`src/rtl/operand_seq_pkg.sv`:
```
// rtl/operand_seq_pkg.sv - shared types for the operand sequencer
package operand_seq_pkg;

    typedef enum logic [1:0] {
        SEQ_IDLE = 2'd0,
        SEQ_STEP = 2'd1,
        SEQ_RUN  = 2'd2,
        SEQ_DONE = 2'd3
    } seq_state_e;

endpackage

```
`src/rtl/operand_mem.sv`:
```
// rtl/operand_mem.sv - operand tuple table, sync write, async read, no reset
module operand_mem #(
    parameter  int WIDTH = 64,
    parameter  int DEPTH = 16,
    localparam int AW    = $clog2(DEPTH)
) (
    input  logic             clk,
    input  logic             wr_en,
    input  logic [AW-1:0]    wr_addr,
    input  logic [WIDTH-1:0] wr_data,
    input  logic [AW-1:0]    rd_addr,
    output logic [WIDTH-1:0] rd_data
);

    logic [WIDTH-1:0] mem_q [DEPTH];

    always_ff @(posedge clk) begin
        if (wr_en) begin
            mem_q[wr_addr] <= wr_data;
        end
    end

    assign rd_data = mem_q[rd_addr];

endmodule

```
`src/rtl/operand_sequencer.sv`:
```
// rtl/operand_sequencer.sv - table-driven operand tuple source on a valid/ready stream
module operand_sequencer
    import operand_seq_pkg::*;
#(
    parameter  int DATA_W  = 32,
    parameter  int NUM_OPS = 2,
    parameter  int DEPTH   = 16,
    localparam int AW      = $clog2(DEPTH),
    localparam int TW      = NUM_OPS * DATA_W
) (
    input  logic          clk,
    input  logic          rst_n,
    input  logic          load,
    input  logic          mode_auto,
    input  logic          wrap_en,
    input  logic [AW-1:0] last_idx,
    input  logic          wr_en,
    input  logic [AW-1:0] wr_addr,
    input  logic [TW-1:0] wr_data,
    output logic          ops_valid,
    input  logic          ops_ready,
    output logic [TW-1:0] ops_data,
    output logic [AW-1:0] ops_idx,
    output logic          busy,
    output logic          done
);

    seq_state_e    state_q, state_d;
    logic          load_q;
    logic [AW-1:0] idx_q, idx_d;
    logic [AW-1:0] last_q, last_d;
    logic          valid_q, valid_d;
    logic [TW-1:0] data_q, data_d;
    logic [AW-1:0] oidx_q, oidx_d;

    logic          trig;
    logic          xfer;
    logic          at_end;
    logic          seq_end;
    logic          load_tuple;
    logic [AW-1:0] idx_next;
    logic [TW-1:0] rd_data;

    assign trig     = load & ~load_q;
    assign xfer     = valid_q & ops_ready;
    assign at_end   = (idx_q == last_q);
    assign seq_end  = at_end & ~wrap_en;
    assign idx_next = at_end ? (wrap_en ? '0 : idx_q) : idx_q + AW'(1);

    // Reads at idx_d so a tuple is captured in the same edge that selects it.
    operand_mem #(
        .WIDTH (TW),
        .DEPTH (DEPTH)
    ) u_mem (
        .clk     (clk),
        .wr_en   (wr_en),
        .wr_addr (wr_addr),
        .wr_data (wr_data),
        .rd_addr (idx_d),
        .rd_data (rd_data)
    );

    always_comb begin
        state_d    = state_q;
        idx_d      = idx_q;
        last_d     = last_q;
        valid_d    = valid_q;
        oidx_d     = oidx_q;
        load_tuple = 1'b0;

        case (state_q)
            SEQ_IDLE, SEQ_DONE: begin
                if (trig) begin
                    if (state_q == SEQ_DONE) begin
                        idx_d = '0;
                    end
                    last_d     = last_idx;
                    state_d    = mode_auto ? SEQ_RUN : SEQ_STEP;
                    load_tuple = 1'b1;
                end
            end
            SEQ_STEP: begin
                if (xfer) begin
                    valid_d = 1'b0;
                    idx_d   = idx_next;
                    state_d = seq_end ? SEQ_DONE : SEQ_IDLE;
                end
            end
            SEQ_RUN: begin
                if (xfer) begin
                    idx_d = idx_next;
                    if (seq_end) begin
                        valid_d = 1'b0;
                        state_d = SEQ_DONE;
                    end else if (load) begin
                        load_tuple = 1'b1;
                    end else begin
                        valid_d = 1'b0;
                        state_d = SEQ_IDLE;
                    end
                end
            end
            default: begin
                state_d = SEQ_IDLE;
                valid_d = 1'b0;
            end
        endcase

        if (load_tuple) begin
            valid_d = 1'b1;
            oidx_d  = idx_d;
        end
    end

    // Held data is a private copy, so table writes never disturb a pending tuple.
    assign data_d = load_tuple ? rd_data : data_q;

    always_ff @(posedge clk or negedge rst_n) begin
        if (!rst_n) begin
            state_q <= SEQ_IDLE;
            load_q  <= 1'b0;
            idx_q   <= '0;
            last_q  <= '0;
            valid_q <= 1'b0;
            data_q  <= '0;
            oidx_q  <= '0;
        end else begin
            state_q <= state_d;
            load_q  <= load;
            idx_q   <= idx_d;
            last_q  <= last_d;
            valid_q <= valid_d;
            data_q  <= data_d;
            oidx_q  <= oidx_d;
        end
    end

    assign ops_valid = valid_q;
    assign ops_data  = data_q;
    assign ops_idx   = oidx_q;
    assign busy      = (state_q == SEQ_STEP) || (state_q == SEQ_RUN);
    assign done      = (state_q == SEQ_DONE);

endmodule

```
`config.mk`:
```
export PLATFORM = sky130hd
export DESIGN_NAME = operand_sequencer
export DESIGN_NICKNAME = d
export VERILOG_FILES = /design/src/rtl/operand_seq_pkg.sv /design/src/rtl/operand_mem.sv /design/src/rtl/operand_sequencer.sv
export SDC_FILE = /design/constraint.sdc
export NUM_CORES = 1
export LEC_CHECK = 0
export ABC_AREA = 1
export ABC_CLOCK_PERIOD_IN_PS = 3000
export BUFFER_PORTS_ARGS = -buffer_cell sky130_fd_sc_hd__buf_2
export CORE_MARGIN = 2
export CORE_UTILIZATION = 40
export CTS_CLUSTER_SIZE = 12
export DETAILED_ROUTE_END_ITERATION = 10
export PLACE_DENSITY = 0.62
export SLEW_MARGIN = 10
export SYNTH_ARGS = -nofsm -noshare
export SYNTH_HDL_FRONTEND = slang
export SYNTH_SLANG_ARGS = --single-unit
```
`constraint.sdc`:
```
create_clock -name clk -period 3 [get_ports clk]
set_input_delay 0.45 -clock clk [delete_from_list [all_inputs] [get_ports clk]]
set_output_delay 0.45 -clock clk [all_outputs]
set_load 0.01 [all_outputs]
```
==> flow_metrics.env <==
export IMPL_status="finished clean"
export IMPL_reg2reg_to="ops_data[59]"
export IMPL_max_freq_ghz=0.373
export IMPL_multi_input_comb_area_um2=11300
export IMPL_finalWorstSetupSlack_ns=0.318
export IMPL_cts_buffers=110
export IMPL_core_um2=120000
export IMPL_dpl_cell_area_um2=51600
export IMPL_wirelength_um=129000
export IMPL_place_inst=6067
export IMPL_finalNetCount=4655
export IMPL_drt_initial_drc_count=3127
export IMPL_grt_max_degree=105
export IMPL_holdWs_ns=0.0475
export IMPL_grt_pass1_wl_um=194000
export IMPL_clockBufferDepth=3
export IMPL_ant_nets=0
export IMPL_cp_end_kind="flip-flop"
export IMPL_critPathKind="reg2reg"
export IMPL_pwr_share_clk_pct=42.2
export IMPL_p_comb_share_pct=2.2
export IMPL_start_util_pct=40.3
export IMPL_yosysWarnings=0
export IMPL_gp_congestion=0.781
export IMPL_total_leakage_power_nw=22.9
export IMPL_tns_ns=0
export IMPL_htree_levels=3
export IMPL_ys_types=26
export IMPL_dieArea_um2=124000
export IMPL_seq_area_um2=32800
export IMPL_p_switching_mw=6.30
export IMPL_wl_per_cell_um=20.5
export IMPL_drv_slew=0
export IMPL_avgSynthCellArea_um2=10.8
export IMPL_fillers=10944
export IMPL_postSynthCellCount=4467
export IMPL_post_cts_setup_buffer_count=0
export IMPL_peakVddDrop_mv=0.496
export IMPL_cap_violations=0
export IMPL_ys_seq_area_share_pct=67.8
export IMPL_hpwlAfterDp_um=66600
export IMPL_setup_violations=0
export IMPL_drc=0
export IMPL_r2r_start="idx_q[1]"
export IMPL_drive_gt1_share_pct=9.44
export IMPL_portBuffers=149
export IMPL_worst_pin_slew_ns=0.881
export IMPL_synth_seq_cells=1104
export IMPL_track_usage_pct=20.8
export IMPL_grt_pass1_vias=31098
export IMPL_syn2layout_area_growth_pct=13.9
export IMPL_min_to="last_q[2]"
export IMPL_synth_edf_count=1024
export IMPL_worstRegToRegCells=17
export IMPL_r2r_setup_slack_ns=0.32
export IMPL_hold_class="in2reg"
export IMPL_dr_total_vias=32577
export IMPL_fin_crit_sh_pct=89.4
export IMPL_clock_root_buffer="clkbuf_16"
export IMPL_vias_per_cell=5.18
export IMPL_preCtsSetupSlack_ns=0.314
export IMPL_worstPathArrival_ns=3.26
export IMPL_die_w_um=352
export IMPL_p_int_mw=24.6
export IMPL_power_frac_seq_pct=55.6
export IMPL_die_y_um=352
export IMPL_antenna_found_initial=23
export IMPL_cts_tree="done"
export IMPL_async_flop_share_pct=7.25
export IMPL_hold_start="last_idx[2]"
export IMPL_holdPathStages=3
export IMPL_powerDensity_nw_per_um2=561
export IMPL_instances_no_fill=6285
export IMPL_overflow=0
export IMPL_fin_area_um2=55100
export IMPL_placementRows=127
export IMPL_cp_required_ns=3.57
export IMPL_start_kind="flip-flop"
export IMPL_rsz0062_at_grt="false"
export IMPL_dr_pass1_iters=5
export IMPL_total_power_mw=30.9
export IMPL_cts_sinks=1104
export IMPL_post_route_min_period_ns=2.68
export IMPL_syn_nets=4550
export IMPL_io_pins=150
export IMPL_insertion_delay_ns=0.69
export IMPL_p_sw_share_pct=20.4
export IMPL_report_final_hold_viol_count=0
export IMPL_syn_area_um2=48300
export IMPL_postLayoutCoreUtil_pct=46.0
export IMPL_max_slew_margin_rel_pct=41.3
export IMPL_clock_skew_ns=0.0198
export IMPL_ys_flop_type="edfxtp_1"
export IMPL_cp_max_fo=52
export IMPL_cts_clk_slew_worst_paths_ns=0.06
==> critical path: stages, from the launching register on <==
cell and delay, ns:
dfrtp_1 0.44, inv_1 0.06, nand2_1 0.06, nand2_1 0.06, nor2_2 0.17, nand3_1 0.14, nand2_2 0.12, nand2_1 0.13
nand2_8 0.21, buf_12 0.23, buf_12 0.27, nand3_1 0.11, nand3_1 0.11, nand3_1 0.09, nand3_1 0.09, nand2_1 0.11
nand2_1 0.09, nand2_1 0.05
==> worst max path at each step <==
stage,slack (ns),endpoint,from,depth (start not counted)
floorplan,-0.83,u_mem.mem_q[10][0],wr_addr[2],2
global placement,0.33,ops_data[39],idx_q[2],17
detailed placement,0.31,ops_data[48],state_q[0],12
CTS,0.30,ops_data[39],idx_q[2],17
global route,0.006,ops_data[27],idx_q[1],17
finish,0.32,ops_data[59],idx_q[1],17
==> cell families (layout without fill, tap and decap cells) <==
| logic type | after synthesis | count (layout) | synth area share [%] |
|---|---|---|---|
| AND/OR/NAND/NOR | 2260 | 2260 | 22.6 |
| adder cells (fa/ha/maj) | 4 | 4 | 0.104 |
| AO/OA/AOI/OAI | 24 | 24 | 0.306 |
| flip-flops | 1104 | 1104 | 67.8 |
| other | 0 | 10 | 0 |
| buffers and inverters | 1075 | 1271 | 9.21 |
==> sequential cells by signal, summed over array words and instances, names as in the netlist <==
signal and cells:
u_mem.mem_q 1024, state_q 2, ops_data 64, load_q 1
idx_q 4, ops_idx 4, ops_valid 1, last_q 4
==> per-layer routing <==
layer | up-vias | global-route usage, % | wire (um)
li1 | 15200 | - | -
met1 | 15899 | 28.9 | 55600
met2 | 1239 | 33.0 | 59400
met3 | 219 | 3.83 | 10500
met4 | 20 | 6.86 | 3140
met5 | - | 0 | 115
==> final cells by class <==
| cell class | count | share of cell area (%) |
|---|---|---|
| clock inverter | 23 | 0.398 |
| sequential | 1104 | 59.5 |
| timing repair buffer | 274 | 4.72 |
| clock buffer | 180 | 5.71 |
| inverter | 794 | 5.43 |
| tap | 1612 | 3.66 |
| multi-input combinational | 2288 | 20.5 |
| antenna | 10 | 0.0454 |
==> repair_timing <==
item,4_1_cts,5_1_grt
hold buffers,5,0
endpoints found under the hold margin,44,0
endpoints found under the setup margin,0,0
resized for setup,0,0
==> power by group through the flow <==
stage	Clock (mW)	Combinational (mW)	Sequential, mW
after CTS	13.3	0.687	17.2
after global placement	0	0.667	17.5
after floorplan	0	0.249	17.5
after global routing	13.8	0.760	17.2
after detailed placement	0	0.680	17.5
final	13.1	0.680	17.2
==> synthesized netlist by cell type, types with 2 or more instances <==
master,instances,share of area [%]
nand3_1,1157,12
edfxtp_1,1024,64
nand2_1,809,6.3
inv_1,790,6.1
nand3b_1,258,4.0
buf_2,165,1.7
clkbuf_1,83,0.64
dfrtp_1,80,4.1
nor2_1,28,0.22
buf_6,26,0.61
a21oi_1,8,0.083
o21ai_0,7,0.072
a21oi_2,5,0.091
buf_4,4,0.062
ha_1,4,0.10
inv_2,4,0.031
buf_1,3,0.023
nand2_2,3,0.039
nor2_2,2,0.026
==> layout by cell type, fill, tap and decap left out, types with 16 or more instances in the layout <==
cell type | synthesis | final
inv_1 | 790 | 789
buf_4 | 4 | 49
buf_2 | 165 | 148
nor2_4 | 0 | 16
clkbuf_1 | 83 | 58
nand3_1 | 1157 | 1157
edfxtp_1 | 1024 | 1024
nand2_1 | 809 | 808
dfrtp_1 | 80 | 80
clkbuf_16 | 0 | 111
nand3b_1 | 258 | 258
buf_12 | 0 | 72
(Power assumes the default switching activity.)
